File: src/rtl/demux_shkrimi.sv
// -----------------------------------------------------------------------------
// demux_shkrimi
//
// Write-back demultiplexer and register bank for the 16-bit CPU. One result
// word per cycle enters with a 3-bit destination select, is held for one
// cycle in a pending (commit) stage and is then written into one of eight
// destination registers. Two combinational read ports see committed contents,
// with forwarding from the pending stage so a freshly accepted write is
// visible immediately.
//
// Ports:
//   Clock      in   single clock, all state updates on rising edge
//   Reset_n    in   synchronous active-low reset
//   wr_valid   in   write request present
//   wr_ready   out  request can be accepted this cycle (= !stall)
//   wr_sel     in   destination register index 0..7
//   wr_data    in   word to write
//   stall      in   freeze commit stage; no commit, no accept
//   rd_sel_a   in   read port A index
//   rd_data_a  out  read port A data (combinational)
//   rd_sel_b   in   read port B index
//   rd_data_b  out  read port B data (combinational)
//   wr_count   out  committed writes to registers 1..7, modulo 256
//
// Handshake: a request transfers on a rising edge where wr_valid && wr_ready
// are both high and Reset_n is high. wr_ready depends only on stall, never on
// wr_valid or on pending occupancy, because the pending stage drains on every
// non-stalled edge in the same cycle it refills.
// -----------------------------------------------------------------------------
module demux_shkrimi #(
  parameter int WIDTH = 16,
  parameter int NREG  = 8   // select is fixed at 3 bits, so this must be 8
) (
  input  logic             Clock,
  input  logic             Reset_n,
  input  logic             wr_valid,
  output logic             wr_ready,
  input  logic [2:0]       wr_sel,
  input  logic [WIDTH-1:0] wr_data,
  input  logic             stall,
  input  logic [2:0]       rd_sel_a,
  output logic [WIDTH-1:0] rd_data_a,
  input  logic [2:0]       rd_sel_b,
  output logic [WIDTH-1:0] rd_data_b,
  output logic [7:0]       wr_count
);

  // Entry 0 exists only to keep indexing uniform; it is never written after
  // reset and the read ports bypass it anyway.
  logic [WIDTH-1:0] r_regs [0:NREG-1];

  // Pending (commit) stage
  logic             r_p_valid;
  logic [2:0]       r_p_sel;
  logic [WIDTH-1:0] r_p_data;

  logic [7:0]       r_wr_count;

  logic             w_commit;
  logic             w_fwd_a;
  logic             w_fwd_b;

  // A pending write to index 0 drains like any other entry but leaves no trace.
  assign w_commit = r_p_valid && (r_p_sel != 3'd0);

  always_ff @(posedge Clock) begin
    if (!Reset_n) begin
      // Reset wins over stall and over a same-edge accept; any pending entry
      // is dropped without committing.
      for (int i = 0; i < NREG; i++) begin
        r_regs[i] <= '0;
      end
      r_p_valid  <= 1'b0;
      r_p_sel    <= 3'd0;
      r_p_data   <= '0;
      r_wr_count <= 8'd0;
    end else if (!stall) begin
      if (w_commit) begin
        r_regs[r_p_sel] <= r_p_data;
        r_wr_count      <= r_wr_count + 8'd1;
      end
      // Old entry commits and new request is captured on the same edge.
      r_p_valid <= wr_valid;
      r_p_sel   <= wr_sel;
      r_p_data  <= wr_data;
    end
  end

  assign wr_ready = !stall;
  assign wr_count = r_wr_count;

  // Forwarding is gated by sel != 0 through the first branch of the read mux,
  // so a pending write to index 0 never shows up on a read port.
  assign w_fwd_a = r_p_valid && (r_p_sel == rd_sel_a);
  assign w_fwd_b = r_p_valid && (r_p_sel == rd_sel_b);

  assign rd_data_a = (rd_sel_a == 3'd0) ? '0 :
                     w_fwd_a            ? r_p_data : r_regs[rd_sel_a];
  assign rd_data_b = (rd_sel_b == 3'd0) ? '0 :
                     w_fwd_b            ? r_p_data : r_regs[rd_sel_b];

endmodule

File: config.mk
export PLATFORM = sky130hd
export DESIGN_NAME = demux_shkrimi
export DESIGN_NICKNAME = d
export VERILOG_FILES = /design/src/rtl/demux_shkrimi.sv
export SDC_FILE = /design/constraint.sdc
export NUM_CORES = 1
export LEC_CHECK = 0
export ABC_CLOCK_PERIOD_IN_PS = 6650
export BUFFER_PORTS_ARGS = -buffer_cell sky130_fd_sc_hd__buf_4
export CORE_ASPECT_RATIO = 2
export CORE_MARGIN = 4
export CORE_UTILIZATION = 53
export CTS_BUF_LIST = sky130_fd_sc_hd__clkbuf_8
export DETAILED_ROUTE_END_ITERATION = 12
export PLACE_DENSITY = 0.72
export SLEW_MARGIN = 40
export SYNTH_ARGS = -nofsm -noshare
export SYNTH_HDL_FRONTEND = slang
export SYNTH_SLANG_ARGS = --single-unit
File: constraint.sdc
create_clock -name Clock -period 6.65 [get_ports Clock]
set_input_delay 0.3325 -clock Clock [delete_from_list [all_inputs] [get_ports Clock]]
set_output_delay 0.3325 -clock Clock [all_outputs]
set_load 0.03 [all_outputs]
==> After elaboration in Yosys (flattened, before gate mapping) <==
Memories as Yosys holds them, arrays and structs flattened.
Index checks and enable logic that the tools add are counted.
{ "classes": {"n_addsub": 1, "eq_ne": 2, "n_mux": 12, "bitwise_logic": 1, "n_reduce_logical": 9} }
{ "op_table": {"columns": ["cell", "n"], "rows": [
  ["16-bit two-way mux", 5],
  ["16-bit OR reduction", 1],
  ["8-bit by 1-bit adder with 8-bit output, second input constant", 1],
  ["3-bit equality test", 2],
  ["3-bit logical NOT", 2],
  ["1-bit two-way mux", 6],
  ["1-bit logical AND", 3],
  ["3-bit two-way mux", 1],
  ["3-bit nonzero test", 1],
  ["2-bit AND reduction", 1],
  ["1-bit logical NOT", 1],
  ["1-bit NOT", 1]
]} }
{ "totals": {"ff_bits": 28, "ram_bits": 128, "out_inout_bits": 41, "n_memories": 1} }
{ "memory_table": {"columns": ["memory", "depth", "width", "read_ports", "rd_ports_with_merged_regs", "write_ports", "line_no", "text"], "rows": [
  ["r_regs", 8, 16, 2, 0, 8, "50", "logic [WIDTH-1:0] r_regs [0:NREG-1];"]
]} }

==> Logic depth before layout (Yosys ltp) <==
Gate-level depths: netlist (run 1).
{ "depth": {"depth_word": 8, "depth_mapped": 7} }

==> Worst setup path after synthesis (run 1) <==
OpenSTA, ideal clock, no wires.
{ "synth_timing": {"kind": "input to register", "startpoint": "in stall", "endpoint": "mem r_regs[2][0], enable pin", "setup_ps": 411, "t_arrival_ps": 2221, "path_slack_ps": 4017, "path_stages": 4, "n_path_buf": 1, "cell_sequence": "buf_2 -> nand2b_4 -> or3_4 -> o21ai_0"} }
{ "synth_lines": {"columns": ["element", "line_no", "text"], "rows": [
  ["start: declaration", "40", "input logic stall,"],
  ["end: declaration", "50", null]
]} }

==> Worst setup path in the final report (run 1) <==
{ "layout_timing": {"startpoint": "reg r_p_sel[1]", "endpoint": "out rd_data_b[13]"} }
{ "layout_between": {"elab_chain_len": 4} }
{ "layout_lines": {"columns": ["element", "line_no", "text"], "rows": [
  ["start: declaration", "54", "logic [2:0] r_p_sel;"],
  ["start signal: assignment", "84", "r_p_sel <= wr_sel;"],
  ["3-bit equality test", "95", "assign w_fwd_b = r_p_valid && (r_p_sel == rd_sel_b);"],
  ["1-bit logical AND", "95", null],
  ["16-bit two-way mux", "100", "w_fwd_b ? r_p_data : r_regs[rd_sel_b];"],
  ["16-bit two-way mux", "99", "assign rd_data_b = (rd_sel_b == 3'd0) ? '0 :"],
  ["end: declaration", "44", "output logic [WIDTH-1:0] rd_data_b,"]
]} }
No other way between the ends.

==> impl_results.rst, run 1 <==
.. list-table::
   :header-rows: 1

   * - Metric
     - Value
   * - Synth unique cells
     - 45
   * - CP cell instances
     - xnor2_1 > and4_1 > a211oi_1 > nor3_1 > buf_4
   * - Critical Path AT
     - ~2.7 ns
   * - Avg Vias per Cell
     - 6.23
   * - Slowest cell delay on critical path
     - 0.83 ns
   * - Synth Cell Area
     - 0.00837 mm2
   * - Aggregate routed wire length
     - 21.7 mm
   * - Number of buffers inserted during clock tree synthesis
     - 17
   * - CP Data Required Time
     - 6.32 ns
   * - Setup-failing EPs final
     - 0
   * - Number of hold-slack violations in the final timing report
     - 0
   * - Critical path capture point type
     - output port
   * - Cell type with the largest total area after synthesis
     - edfxtp_1
   * - Number of top-level pins
     - 70
   * - Post-synth EDFFs
     - 128
   * - Floorplan die height
     - 186 um
   * - DRT iter0 DRCs
     - 476
   * - Share of the synthesized area in the top cell type
     - 45.9%
   * - First-pass DRT Iterations
     - 4
   * - Sort of element at the start of the critical path
     - flop
   * - Count of input and output buffers
     - 69
   * - Levels on crit path
     - 5
   * - Grt peak-use layer
     - met2
   * - Starting utilization of the core area
     - between 50 and 60%
   * - Layout cell share with drive strength beyond 1
     - about a quarter
   * - Largest net degree at the start of global routing
     - 51
   * - Average size of a mapped cell
     - between 10 and 15 um2
   * - H-Tree Level Count
     - 4
   * - Share of synthesized flip-flops with an asynchronous set or reset
     - 0%
   * - Path class of the lowest-slack min-delay path
     - input pin to flop
   * - Standby leakage power
     - 3.60 nW
   * - Horizontal die dimension
     - roughly 97 um
   * - Met3 track demand over resource in global routing
     - 5.03%
   * - Type of the worst setup path
     - flop to output port
   * - Initial antenna violation count
     - 0
   * - Vias in the first global route
     - between 5000 and 6000
   * - Max stage delay cell, worst path
     - and4_1
   * - Post-CTS setup buffer count
     - 0
   * - Fin Clk Skew
     - 0.0161 ns
   * - Die Footprint
     - 0.0180 mm2
   * - Proportion of total power due to net switching
     - 28.1%
   * - CP Buf/Inv Count
     - 1
   * - Count of nets after finishing
     - between 700 and 800
   * - RSZ-0062 raised after global routing
     - false
   * - Max Root-Sink Buffers
     - 2
   * - Count of final max-slew check failures
     - 0
   * - Cells after Synth
     - a little over 600
   * - CTS clk-pin slew, worst paths
     - about 0.090 ns
   * - Post-cts repair resize count
     - 0
   * - Period utilization
     - 45.7%
   * - Number of warning messages in the yosys log
     - 0
   * - Max capacitance violation total
     - 0
   * - Pwr per Cell Area
     - 228 mW/mm2
   * - Detail-routed net length per standard cell
     - approximately 24 um
   * - Leading cell type in the layout, fill and taps excluded
     - edfxtp_1
   * - GP Congestion
     - 0.851
   * - End-of-flow core utilization
     - 60.6%
   * - Dpl hpwl
     - between 10 and 15 mm
   * - Hold buffer count at cts
     - 0
   * - Root buffer cell
     - clkbuf_8
   * - DRC Markers
     - 0
   * - Remaining antenna violation count after routing
     - 0
   * - Net load switching power
     - 0.000595 W
   * - Top delay family on crit path
     - simple AND/OR/NAND/NOR gates
   * - Summed negative setup slack over all endpoints
     - 0 ns
   * - Global-route met2 utilization
     - 45.3%
   * - Worst Reg2Reg Path Length in Cells
     - 4
   * - Result of the run
     - completed
   * - Diodes inserted
     - 0
   * - Part of the power in combinational logic
     - around 14%
   * - Vias
     - 5562
   * - Met1 GRT Util
     - 27.5%
   * - Row count
     - 64
   * - Global-route usage over all layers
     - 24.8%
   * - Most frequent cells in the layout
     - edfxtp_1, and2_1, buf_4
   * - Slew margin rel.
     - 39.4%
   * - Core region area
     - about 0.015 mm2
   * - Primary flip-flop cell chosen by synthesis mapping
     - edfxtp_1
   * - Maximum fanout along the worst path
     - 15
   * - Hold path depth
     - 3
   * - Power share of the clock group
     - 32.1%
   * - GRT overflow
     - 0
   * - Part of the Yosys area used for sequential elements
     - 52.6%
   * - Area overhead of the layout relative to synthesis
     - 11.3%
   * - Internal power
     - approximately 0.0015 W
   * - Top achievable clock speed
     - 329 MHz
   * - Flop and latch count out of synthesis
     - ~160
   * - Actual transition at the worst max-transition pin
     - slightly above 0.9 ns
   * - CTS tree
     - built
   * - Leading cell types by total area after synthesis
     - edfxtp_1, mux4_2, and2_1, mux2i_1, dfxtp_1
   * - Final critical path time including I/O delays and setup
     - slightly above 3 ns
   * - Clk sinks
     - 156
   * - Largest vdd supply drop
     - 0.182 mV
   * - Wire length of the first global-routing pass
     - 33.1 mm
   * - Insertion delay to the later sink of the worst-skew pair
     - 0.46 ns
   * - Register share of total power
     - about 53%
-- per-layer routing --
metal | wire length (um) | vias up
met3 | 1520 | 63
met5 | 0 | -
met4 | 899 | 0
li1 | - | 2458
met2 | 11700 | 275
met1 | 7500 | 2766
-- path summary, 6_finish.rpt --
path | start | to | slack, ns
min reg2reg | wr_count[7] | wr_count[7] | 0.49
min | wr_data[0] | r_p_data[0] | 0.09
max reg2reg | r_p_valid | r_regs[4][6] | 4.06
max | r_p_sel[1] | rd_data_b[13] | 3.61
-- stage by stage --
stage	cell area, um2	worst slack, ns	std cells	hold WS, ns	power (W)
floorplan	8420	4.02	633	0.476	0.00136
global placement	8900	3.63	860	0.461	0.00145
finish	9310	3.61	893	0.0935	0.00212
CTS	9300	3.64	893	0.0755	0.00213
detailed placement	8930	3.70	861	0.472	0.00146
global route	9310	3.46	893	0.0912	0.00220
-- state kept, by name (all words and copies together) (netlist names) --
signal     flops
r_regs       128
r_p_data      16
wr_count       8
r_p_sel        3
r_p_valid      1
-- power groups by stage --
stage	combinational (W)	clock [W]	sequential, W
after floorplan	0.000221	0	0.00114
after global placement	0.000301	0	0.00115
after detailed placement	0.000308	0	0.00115
after CTS	0.000308	0.000687	0.00113
after global routing	0.000327	0.000740	0.00114
final	0.000307	0.000680	0.00113
-- area by class of cell --
| type | count | area [um2] |
|---|---|---|
| timing repair buffer | 78 | 586 |
| multi-input combinational | 426 | 3690 |
| clock inverter | 15 | 138 |
| tap | 198 | 248 |
| fill | 1223 | 6060 |
| inverter | 3 | 11.3 |
| sequential | 156 | 4400 |
| clock buffer | 17 | 234 |
-- worst min-delay path: cells and delay by family --
family / cells / cell delay, ns
buf+inv: 1 / 0.08
simple gates: 1 / 0.07
mux: 1 / 0.05
-- cells by family after synthesis --
kind of cell / after synthesis / synth area share, %
DFF: 156 / 52.6
buffers and inverters: 51 / 4.37
adders and majority gates: 1 / 0.149
AOI/OAI and AO/OA: 57 / 4.67
muxes: 117 / 21.7
other: 1 / 0.0448
and+or+nand+nor: 224 / 15.3
xor gates and xnor gates: 11 / 1.15
-- synth_stat cells (4+ instances only) --
cell	number
edfxtp_1	128
and2_1	112
mux2i_1	68
nor2_1	59
mux4_2	41
a211oi_1	30
dfxtp_1	28
buf_2	19
nor3_1	17
o22ai_1	16
buf_4	10
xnor2_1	10
mux4_1	8
buf_6	7
o21ai_0	7
nand2_1	6
clkbuf_8	4
nand2b_1	4
Note: power is estimated with default switching activity, not from simulation.
==> inputs of run 2 (changes only) <==
--- a/config.mk
+++ b/config.mk
@@ -5,7 +5,7 @@
 export SDC_FILE = /design/constraint.sdc
 export NUM_CORES = 1
 export LEC_CHECK = 0
-export ABC_CLOCK_PERIOD_IN_PS = 6650
+export ABC_CLOCK_PERIOD_IN_PS = 3000
 export BUFFER_PORTS_ARGS = -buffer_cell sky130_fd_sc_hd__buf_4
 export CORE_ASPECT_RATIO = 2
 export CORE_MARGIN = 4
==> constraint.sdc (replaced) <==
create_clock -name Clock -period 3 [get_ports Clock]
set_input_delay 0.15 -clock Clock [delete_from_list [all_inputs] [get_ports Clock]]
set_output_delay 0.15 -clock Clock [all_outputs]
set_load 0.03 [all_outputs]
==> impl_results.rst, run 2 (synthesis gave the netlist of run 1 again) <==
.. list-table::
   :header-rows: 1

   * - Metric
     - Value
   * - Pwr per Cell Area
     - between 500 and 600 mW/mm2
   * - Max Root-Sink Buffers
     - 2
   * - Root buffer cell
     - clkbuf_8
   * - Post-CTS setup buffer count
     - 0
   * - Internal power
     - 0.00352 W
   * - Worst Hold Slack
     - 0.0220 ns
   * - First-pass DRT Iterations
     - 5
   * - CTS clk-pin slew, worst paths
     - 0.09 ns
   * - Summed negative setup slack over all endpoints
     - 0 ns
   * - R2R Setup Slk
     - 0.82 ns
   * - GP Congestion
     - 0.813
   * - Worst reg2reg path startpoint
     - r_p_valid
   * - CTS tree
     - built
   * - Count of nets after finishing
     - 741
   * - Starting utilization of the core area
     - between 50% and 60%
   * - Row count
     - 64
   * - Max reg flops
     - around 130
   * - Post-cts repair resize count
     - 0
   * - Path class of the lowest-slack min-delay path
     - input pin to flop
   * - Vias in the first global route
     - 5991
   * - Largest register by flop count
     - r_regs
   * - End point of the critical path
     - rd_data_b[4]
   * - H-Tree Level Count
     - 4
   * - Result of the run
     - completed
   * - Horizontal die dimension
     - 96.9 um
   * - Actual transition at the worst max-transition pin
     - 0.843 ns
   * - Number of buffers inserted during clock tree synthesis
     - 17
   * - Detail Route met2 WL
     - 12.3 mm
   * - Maximum fanout along the worst path
     - 15
   * - Fill cells
     - 1238
   * - Aggregate routed wire length
     - 22.3 mm
   * - Net load switching power
     - between 0.001 and 0.0015 W
   * - Seq. cell area
     - 0.00440 mm2
   * - Power share of the clock group
     - 33.3%
   * - Clk sinks
     - 156
   * - Endpoint of the most critical register-to-register path
     - r_regs[4][6]
   * - Largest net degree at the start of global routing
     - between 40 and 50
   * - Global-route usage over all layers
     - between 20% and 30%
   * - Hold buffer count at cts
     - 20
   * - DRT iter0 DRCs
     - 373
   * - Avg Vias per Cell
     - approximately 6
   * - Slew margin rel.
     - 43.7%
   * - Proportion of total power due to net switching
     - 27.0%
   * - Register share of total power
     - 52.0%
   * - Critical path origin
     - r_p_sel[2]
   * - Period utilization
     - 84.4%
   * - Routed length on met1
     - 7.90 mm
   * - Part of the power in combinational logic
     - 14.7%
   * - Max capacitance violation total
     - 0
   * - Leading cell type in the layout, fill and taps excluded
     - edfxtp_1
   * - Floorplan die height
     - 186 um
   * - DRC Markers
     - 0
   * - Highest Signal Layer
     - met4
   * - Most frequent cells in the layout
     - edfxtp_1, and2_1, buf_4
   * - GRT overflow
     - 0
   * - Sort of element at the start of the critical path
     - flop
   * - Remaining antenna violation count after routing
     - 0
   * - Diodes inserted
     - 0
   * - Initial antenna violation count
     - 0
   * - Top achievable clock speed
     - just under 400 MHz
   * - Insertion delay to the later sink of the worst-skew pair
     - 0.47 ns
   * - Count of final max-slew check failures
     - 0
   * - Type of the worst setup path
     - flop to output port
   * - Die Footprint
     - 0.0180 mm2
   * - Critical Path AT
     - 2.38 ns
   * - Layout cell share with drive strength beyond 1
     - 23.9%
   * - Detail Route met3 WL
     - roughly 1.2 mm
   * - Total area of multi-input combinational cells
     - about 0.0037 mm2
   * - RSZ-0062 raised after global routing
     - false
   * - Wire length of the first global-routing pass
     - 34.0 mm
   * - Setup-failing EPs final
     - 0
   * - Area overhead of the layout relative to synthesis
     - 14.8%
   * - Final critical path time including I/O delays and setup
     - roughly 2.5 ns
   * - Fin Clk Skew
     - 0.0150 ns
   * - Worst Reg2Reg Path Length in Cells
     - 6
   * - Largest vdd supply drop
     - 0.385 mV
   * - Number of hold-slack violations in the final timing report
     - 0
   * - Dpl hpwl
     - approximately 14 mm
   * - Core region area
     - 0.0154 mm2
   * - CP Data Required Time
     - 2.85 ns
   * - Critical path capture point type
     - output port
   * - Number of top-level pins
     - 70
   * - Standby leakage power
     - 3.75 nW
   * - Hold path depth
     - 3
   * - Count of input and output buffers
     - 69
   * - Vias
     - 5655
   * - Detail-routed net length per standard cell
     - 24.1 um
-- run 2: routing by layer --
metal	up-vias	global-route usage, %
met2	249	46.8
met4	0	13.7
met1	2836	28.3
met3	62	3.98
li1	2508	-
met5	-	0
-- run 2: how the worst min path moves through the flow --
| stage | slack, ns | from | to |
|---|---|---|---|
| global placement | 0.38 | wr_data[13] | r_p_data[13] |
| floorplan | 0.29 | wr_data[0] | r_p_data[0] |
| finish | 0.02 | Reset_n | wr_count[4] |
| detailed placement | 0.39 | wr_data[3] | r_p_data[3] |
| CTS | 0.001 | Reset_n | wr_count[4] |
| global route | 0.05 | Reset_n | wr_count[7] |
-- run 2: per-stage QoR --
step	cell area, um2	power, W	std cells	setup slack, ns	utilization [%]
after detailed placement	9000	0.00325	870	0.821	58.6
final	9610	0.00483	922	0.468	62.5
after global placement	9000	0.00322	870	0.864	58.5
after floorplan	8420	0.00301	633	0.476	-
after CTS	9610	0.00485	922	0.474	62.5
after global routing	9610	0.00499	922	0.388	62.5
-- run 2: critical path: stages, from the launching register on --
cell and delay [ns]:
dfxtp_1 0.58, xnor2_1 0.20, and4_1 0.22, buf_4 0.28, a211oi_1 0.10, nor3_1 0.31
buf_4 0.23
-- run 2: final cells by class --
class / count / share of cell area (%)
timing repair buffer: 107 / 9.14
sequential: 156 / 45.9
inverter: 3 / 0.117
clock inverter: 13 / 1.47
multi-input combinational: 426 / 38.1
tap: 198 / 2.58
clock buffer: 19 / 2.72
-- run 2: power by group through the flow --
stage               logic, W  clock network, W  registers, W
floorplan           0.000489                 0       0.00252
global placement    0.000677                 0       0.00255
detailed placement  0.000691                 0       0.00256
CTS                 0.000714           0.00163       0.00251
global route        0.000754           0.00172       0.00252
finish              0.000710           0.00161       0.00251
==> inputs of run 3 (changes only) <==
--- a/config.mk
+++ b/config.mk
@@ -5,7 +5,7 @@
 export SDC_FILE = /design/constraint.sdc
 export NUM_CORES = 1
 export LEC_CHECK = 0
-export ABC_CLOCK_PERIOD_IN_PS = 3000
+export ABC_CLOCK_PERIOD_IN_PS = 2400
 export BUFFER_PORTS_ARGS = -buffer_cell sky130_fd_sc_hd__buf_4
 export CORE_ASPECT_RATIO = 2
 export CORE_MARGIN = 4
==> constraint.sdc (replaced) <==
create_clock -name Clock -period 2.4 [get_ports Clock]
set_input_delay 0.12 -clock Clock [delete_from_list [all_inputs] [get_ports Clock]]
set_output_delay 0.12 -clock Clock [all_outputs]
set_load 0.03 [all_outputs]
==> impl_results.rst, run 3 (synthesis gave the netlist of run 1 again) <==
.. list-table::
   :header-rows: 1

   * - Metric
     - Value
   * - Result of the run
     - completed
   * - Max reg flops
     - 128
   * - Number of hold-slack violations in the final timing report
     - 0
   * - Row count
     - 64
   * - Path class of the lowest-slack min-delay path
     - input pin to flop
   * - Detail-routed net length per standard cell
     - 24.0 um
   * - Core region area
     - 0.0154 mm2
   * - Critical Path AT
     - ~2.1 ns
   * - Vias in the first global route
     - approximately 6000
   * - Global-route met2 utilization
     - a little under half
   * - Global-route usage over all layers
     - about a quarter
   * - Final critical path time including I/O delays and setup
     - roughly 2.3 ns
   * - Avg Vias per Cell
     - 6.16
   * - Layout cell share with drive strength beyond 1
     - 25.4%
   * - Pwr per Cell Area
     - 621 mW/mm2
   * - Final std cells w/o fill
     - 934
   * - Total Power
     - 0.00601 W
   * - Largest net degree at the start of global routing
     - 50
   * - Standby leakage power
     - 3.79 nW
   * - DRT iter0 DRCs
     - 457
   * - Number of top-level pins
     - 70
   * - Worst slack at placement
     - 0.403 ns
   * - Aggregate routed wire length
     - between 20 and 25 mm
   * - Die Footprint
     - 0.0180 mm2
   * - Most frequent cells in the layout
     - edfxtp_1, and2_1, buf_4
   * - R2R Setup Slk
     - ~0.50 ns
   * - Type of the worst setup path
     - flop to output port
   * - Setup WS post-layout
     - 0.137 ns
   * - Met1 GRT Util
     - between 20 and 30%
   * - Clk sinks
     - 156
   * - Maximum fanout along the worst path
     - 32
   * - Starting utilization of the core area
     - 54.4%
   * - Count of input and output buffers
     - 69
   * - CP Data Required Time
     - 2.28 ns
   * - Slew margin rel.
     - approximately three fifths
   * - Sort of element at the start of the critical path
     - flop
   * - Diodes inserted
     - 0
   * - Remaining antenna violation count after routing
     - 0
   * - Max Root-Sink Buffers
     - 2
   * - Area overhead of the layout relative to synthesis
     - 15.7%
   * - Cell count after placement
     - 881
   * - Initial antenna violation count
     - 0
   * - GRT overflow
     - 0
   * - RSZ-0062 raised after global routing
     - false
   * - First-pass DRT Iterations
     - 5
   * - Largest register by flop count
     - r_regs
   * - Period utilization
     - 94.3%
   * - Insertion delay to the later sink of the worst-skew pair
     - 0.46 ns
   * - Actual transition at the worst max-transition pin
     - 0.581 ns
   * - Top achievable clock speed
     - 442 MHz
   * - Number of buffers inserted during clock tree synthesis
     - 17
   * - Summed negative setup slack over all endpoints
     - 0 ns
   * - Dpl hpwl
     - 14.7 mm
   * - DRC Markers
     - 0
   * - Leading cell type in the layout, fill and taps excluded
     - edfxtp_1
   * - CTS tree
     - built
   * - CTS clk-pin slew, worst paths
     - roughly 0.090 ns
   * - End-of-flow core utilization
     - 63.0%
   * - Horizontal die dimension
     - 96.9 um
   * - Critical path capture point type
     - output port
   * - H-Tree Level Count
     - 4
   * - Met3 track demand over resource in global routing
     - 3.49%
   * - GP Congestion
     - 0.868
   * - Root buffer cell
     - clkbuf_8
   * - Vias
     - 5753
   * - Max capacitance violation total
     - 0
   * - Floorplan die height
     - 186 um
   * - Setup-failing EPs final
     - 0
   * - Grt peak-use layer
     - met2
   * - Fin Clk Skew
     - roughly 0.013 ns
   * - Wire length of the first global-routing pass
     - 34.3 mm
   * - Count of nets after finishing
     - 753
   * - Largest vdd supply drop
     - 0.466 mV
   * - Count of final max-slew check failures
     - 0
## run 3: cell types whose count changed in the layout (fill, tap and decap cells not counted), sizes merged
cell         before  now
buf              87   98
clkinvlp          2    6
clkinv            5    2
clkbuf           19   18
dlygate4sd3      20   21
## run 3: timing repair
item                       CTS  global route
setup endpoints to repair    4             1
hold endpoints to repair    22             0
setup buffers                0             0
hold buffers                21             0
resized for setup            4             1
## run 3: final timing paths
check,start,end,depth (start not counted)
min reg2reg,wr_count[7],wr_count[7],2
max reg2reg,r_p_valid,r_regs[7][3],5
min,stall,r_p_data[15],3
max,r_p_sel[1],rd_data_a[15],6
## run 3: report_power, final
group | internal [W] | switching, W
clock network | 0.000951 | 0.00103
logic | 0.000397 | 0.000499
registers | 0.00303 | 0.000104
total | 0.00438 | 0.00163
## run 3: final cells by class
cell class	count	area [um2]
Fill cell	1229	5690
Sequential cell	156	4410
Multi-Input combinational cell	426	3650
Timing Repair Buffer	119	966
Clock buffer	18	248
Tap cell	198	248
Clock inverter	14	145
Inverter	3	11.3
## run 3: worst max-delay path, stage by stage, from the launching register on
cell and delay [ns]:
dfxtp_2 0.46, xnor2_1 0.12, nand4_2 0.12, buf_6 0.28
nor2_1 0.07, a211oi_1 0.39, buf_4 0.24
## run 3: metal layers
layer  vias to the layer above  share of wire, %  wire, um
met5                         -                 0         0
met3                        74               6.1      1370
li1                       2530                 -         -
met4                         0               5.2      1170
met1                      2880                35      7750
met2                       269                54     12200
## run 3: per-stage QoR
step           hold WS, ns  area (um2)
2_1_floorplan        0.264        8420
3_3_place_gp         0.347        9070
3_5_place_dp         0.356        9070
4_1_cts              0.177        9680
5_1_grt              0.203        9680
6_report             0.192        9680
